File: config.mk
export PLATFORM = sky130hd
export DESIGN_NAME = tx_serializer
export DESIGN_NICKNAME = d
export VERILOG_FILES = /design/src/rtl/tx_serializer.sv
export SDC_FILE = /design/constraint.sdc
export NUM_CORES = 1
export LEC_CHECK = 0
export CAP_MARGIN = 40
export CELL_PAD_IN_SITES_DETAIL_PLACEMENT = 1
export CELL_PAD_IN_SITES_GLOBAL_PLACEMENT = 2
export CORE_AREA = 2 2 53 55
export CTS_BUF_LIST = sky130_fd_sc_hd__clkbuf_2 sky130_fd_sc_hd__clkbuf_4 sky130_fd_sc_hd__clkbuf_8
export DETAILED_ROUTE_END_ITERATION = 6
export DIE_AREA = 0 0 55 57
export GPL_TIMING_DRIVEN = 0
export PLACE_DENSITY = 0.82
export SLEW_MARGIN = 20
export SYNTH_ARGS = -nofsm -noshare
export SYNTH_HDL_FRONTEND = slang
export SYNTH_SLANG_ARGS = --single-unit
File: constraint.sdc
create_clock -name clk -period 2.6 [get_ports clk]
set_clock_uncertainty 0.2 [all_clocks]
set_input_delay 0.52 -clock clk [delete_from_list [all_inputs] [get_ports clk]]
set_output_delay 0.52 -clock clk [all_outputs]
set_load 0.005 [all_outputs]
File: src/rtl/tx_serializer.sv
// rtl/tx_serializer.sv - one-lane serializer: COM sync burst, then MSB-first payload or IDLE fill
// A byte is loaded every 8th edge; ready_out is register-decoded so upstream sees no loop through valid_in.
module tx_serializer #(
  parameter logic [7:0] COM        = 8'hBC,
  parameter logic [7:0] IDLE       = 8'h7C,
  parameter int         SYNC_COUNT = 4
) (
  input  logic       clk,
  input  logic       reset,
  input  logic [7:0] data_in,
  input  logic       valid_in,
  output logic       ready_out,
  output logic       data_serial_out,
  output logic       active_out
);

  typedef enum logic {
    SYNC   = 1'b0,
    ACTIVE = 1'b1
  } state_t;

  // sync_cnt value seen on the load edge that sends the final COM
  localparam logic [7:0] SYNC_LAST = 8'(SYNC_COUNT - 1);

  state_t     state;
  state_t     state_next;
  logic [2:0] bit_cnt;
  logic [7:0] sync_cnt;
  logic [7:0] sync_cnt_next;
  logic [7:0] shreg;
  logic [7:0] shreg_next;
  logic [7:0] sel_byte;
  logic       serial_next;
  logic       load_edge;

  assign load_edge = (bit_cnt == 3'd0);

  always_ff @(posedge clk or negedge reset) begin
    if (!reset) begin
      state           <= SYNC;
      bit_cnt         <= 3'd0;
      sync_cnt        <= 8'd0;
      shreg           <= 8'd0;
      data_serial_out <= 1'b0;
    end else begin
      state           <= state_next;
      bit_cnt         <= bit_cnt + 3'd1;
      sync_cnt        <= sync_cnt_next;
      shreg           <= shreg_next;
      data_serial_out <= serial_next;
    end
  end

  always_comb begin
    state_next    = state;
    sync_cnt_next = sync_cnt;
    sel_byte      = IDLE;
    shreg_next    = shreg;
    serial_next   = shreg[3'd7 - bit_cnt];
    case (state)
      SYNC: begin
        sel_byte = COM;
        if (load_edge) begin
          sync_cnt_next = sync_cnt + 8'd1;
          if (sync_cnt == SYNC_LAST) begin
            state_next = ACTIVE;
          end
        end
      end
      ACTIVE: begin
        sel_byte = valid_in ? data_in : IDLE;
      end
      default: begin
        state_next = SYNC;
      end
    endcase
    // The byte's MSB leaves on the same edge it is captured
    if (load_edge) begin
      shreg_next  = sel_byte;
      serial_next = sel_byte[7];
    end
  end

  assign ready_out  = (state == ACTIVE) && load_edge;
  assign active_out = (state == ACTIVE);

endmodule

* Yosys cells after proc, flatten, opt, wreduce, memory -nomap -nowiden *
Cells that the tools add are included.

operators by class
  order comparisons = 1
  bitwise logic cells = 1
  muxes and demuxes = 8
  $add $sub $neg = 3
  equal/unequal tests = 1
  reductions and logical operators = 3

operators with widths
  cell                   number
  $pmux W8 S2            1
  $add A8 B1 Y8 const B  1
  $eq A8 B2 Y1 const B   1
  $mux W8                1
  $mux W1                5
  $lt A3 B4 Y1 const B   1
  $add A3 B1 Y3 const B  1
  $bmux W1 S3            1
  $logic_not A3 Y1       1
  $sub A3 B3 Y3 const A  1
  $reduce_and A2 Y1      1
  $logic_and A1 B1 Y1    1
  $not A1 Y1             1

storage, ports and cells
  bits of input ports = 11
  flip-flop bits (word level) = 21
  output and inout bits = 3

* Depth between registers and ports, before layout *
  word-level depth = 4
  gate-level depth with buffers = 6
  depth with buffers taken out = 5

* Worst setup path after synthesis *
Ideal clock, no wire load.

  path kind = register -> output
  start = reg bit_cnt[0]
  end = out ready_out
  data arrival time = 1.097 ns
  stages on the path, launching flop included = 6
  setup slack = 0.783 ns
  required time = 1.880 ns
  path through = dfrtp_1 > inv_1 > ha_1 > nor2b_1 > buf_2 > and2_1

on the way
  longest elaborated chain between the ends = 2

RTL lines
  what                    RTL line  text
  start, declared         27        logic [2:0] bit_cnt;
  start signal, assigned  47        bit_cnt <= bit_cnt + 3'd1;
  $logic_not A3 Y1        36        assign load_edge = (bit_cnt == 3'd0);
  $logic_and A1 B1 Y1     84        assign ready_out = (state == ACTIVE) && load_edge;
  end, declared           12        output logic ready_out,

Every way passes these cells.

* Final worst setup path *
Ends and elaborated chain as after synthesis.

==> qor.yml <==
fin_nets: 114
drive_above_1_share: 0.222
yosysSeqAreaShare: 0.537
cts_buffers: 3
gp_congestion: 0.757
synth_fa_ha_area_frac: 0.0384
synth_area_leaders: "dfrtp_1 (54%), xor2_1 (4.5%), nor4_4 (4.3%), ha_1 (3.8%), o22a_1 (3.6%)"
cts_buffer_depth: 2
synth.distinct_cells: 30
reg2reg_depth: 7
synthTopCellsByCount: "dfrtp_1 (21), nand2_1 (5), xor2_1 (5)"
vias: 681
synth_nets: 92
synth_compound_area_frac: 0.101
yosys_warnings: 0
io_pins: 14
synthToLayoutAreaGrowth_pct: 26.3
synth_top_area_share: 0.537
diodes: 0
drc: 0
rrSetupSlack_ps: 850
synth_simple_gate_area_frac: 0.166
hold_buffers: 0
hold_path.startpoint: "sync_cnt[7]"
max_slew_margin: 0.653
synth_cells: 78
hpwl_um: 1470
die_w_um: 55
synth.most_common_cell: "dfrtp_1"
fmax_mhz: 452
htreeDepth: 1
end_kind: "output pin"
worstPathRequired_ps: 1880
hold_end: "sync_cnt[7]"
cp.arrival_ps: 1490
dr.first_iter.drc_count: 5
synth-edff-count: 0
max-cap-violations: 0
yosys.area.top_type: "dfrtp_1"
viasPerCell: 5.24
vdd_drop_max_v: 0.000303
chipHeight_um: 57
r2r_start: "bit_cnt[0]"
clk_latency_ps: 300
min_period_ps: 2210
synthXorXnorAreaFrac: 0.0716
powerDensity_mw_per_mm2: 436
synth_top_family_by_area: "simple AND/OR/NAND/NOR gates"
synth_mux_area_frac: 0.0563
routedWlPerCell_um: 14.6
antenna_found_initial: 0
io_buffer_count: 13
p_leak_nw: 0.590
rows: 19
critPathMaxFanout: 4
cts_tree: "yes"
ys_ff_latch: 21
rr_endpoint: "shreg[1]"
grt_overflow: 0
ant_nets: 0
status: "finished, final reports clean"
path_class: "reg -> out"
syn_area_sq_um: 978
grt_use_total: 0.154
grt_max_degree: 12
whs_path_depth: 1
cts.sinks: 21
grt_pass1_vias: 745
path_clk_slew_ps: 110
cp-start-kind: "flip-flop"
setup_viol: 0
core_area_sq_mm: 0.00262
start_util: 0.374
grt_setup_unrepaired: "no"
grt_pass1_wl_um: 3540
syn_area_per_cell_sq_um: 12.5
slew_violations: 0
drtPass1Iterations: 4
cts_root_buf: "clkbuf_4"
async_flop_share: 1.00
synthFlopType: "dfrtp_1"
hold_class: "reg -> reg"
post-route-util: 0.473
dieArea_sq_mm: 0.00314
fin_crit_sh: 0.851
fin_tns_setup_ps: 0
wl_um: 1890
hold_viol: 0
tightest_slew_ps: 519
[critical path, cell delays in order, from the launching register on]
cell,delay (ps)
dfrtp_1,390
inv_2,70
ha_4,160
nor2b_2,140
buf_4,140
and2_1,150
dlymetal6s2s_1,140
[routing by layer]
metal / global-route usage / routed length, um / up-vias
met5: 0 / 0 / -
met4: 0.0314 / 19 / 0
met3: 0.0314 / 67 / 2
met2: 0.241 / 913 / 13
met1: 0.223 / 891 / 342
li1: - / - / 324
[how the worst max path moves through the flow]
stage / end / slack [ps] / startpoint / cells after the start
floorplan: ready_out / 780 / bit_cnt[0] / 5
global placement: ready_out / 180 / bit_cnt[0] / 6
detailed placement: ready_out / 120 / bit_cnt[0] / 6
CTS: ready_out / 4 / bit_cnt[0] / 6
global route: ready_out / 290 / bit_cnt[0] / 6
finish: ready_out / 390 / bit_cnt[0] / 6
[per-stage QoR]
step                      cell area, sq um  setup WS (ps)  instances  power [W]  hold WS, ps
final                                 1240            387        130   0.000539          289
after global routing                  1240            287        130   0.000570          307
after CTS                             1230           4.39        130   0.000547          292
after detailed placement              1160            119        123   0.000381          273
after global placement                1150            176        122   0.000377          258
after floorplan                        978            783         78   0.000352         24.4
[registers in the layout, indices dropped and copies added (netlist names)]
| register | flops |
|---|---|
| shreg | 8 |
| bit_cnt | 3 |
| data_serial_out | 1 |
| active_out | 1 |
| sync_cnt | 8 |
[cells by family (layout without fill, tap and decap cells)]
kind of cell               after synthesis  count (layout)
muxes                                    4               4
xor gates and xnor gates                 8               8
AOI/OAI and AO/OA                       13              13
buffers and inverters                    6              27
DFF                                     21              21
adders and majority gates                3               3
and+or+nand+nor                         23              23
[where the power goes]
| group | leakage, nW | total [W] | internal, W | switching, W |
|---|---|---|---|---|
| Combinational | 0.317 | 0.0000369 | 0.0000241 | 0.0000129 |
| Clock | 0.0184 | 0.000164 | 0.0000702 | 0.0000942 |
| Sequential | 0.255 | 0.000337 | 0.000334 | 0.00000369 |
| Total | 0.590 | 0.000539 | 0.000428 | 0.000111 |
[what timing repair did]
item	in CTS	in global routing
buffers inserted	3	0
setup endpoints to repair	1	1
pin swaps	1	0
resized for setup	4	3
[cells in the final DEF (no fill, tap or decap), types with 2 or more instances in the layout]
master,netlist,final
dfrtp_1,21,20
clkdlybuf4s50_1,0,12
buf_4,1,5
xor2_1,5,5
nand2_1,5,5
o22a_1,4,4
clkbuf_4,0,4
and3_1,3,3
nand4_1,3,3
xnor2_1,3,3
o21ai_0,3,3
mux2_2,2,2
nand3_1,2,2
a22o_1,2,2
nor4_4,2,2
inv_1,3,2
ha_1,3,2
[area by class of cell]
class,count,area [sq um]
clock buffer,4,30.0
tap,31,38.8
sequential,21,527
buffer,3,20.0
fill,302,1380
multi-input combinational,51,439
inverter,3,11.3
timing repair buffer,17,170
Note: power is estimated with default switching activity, not from simulation.
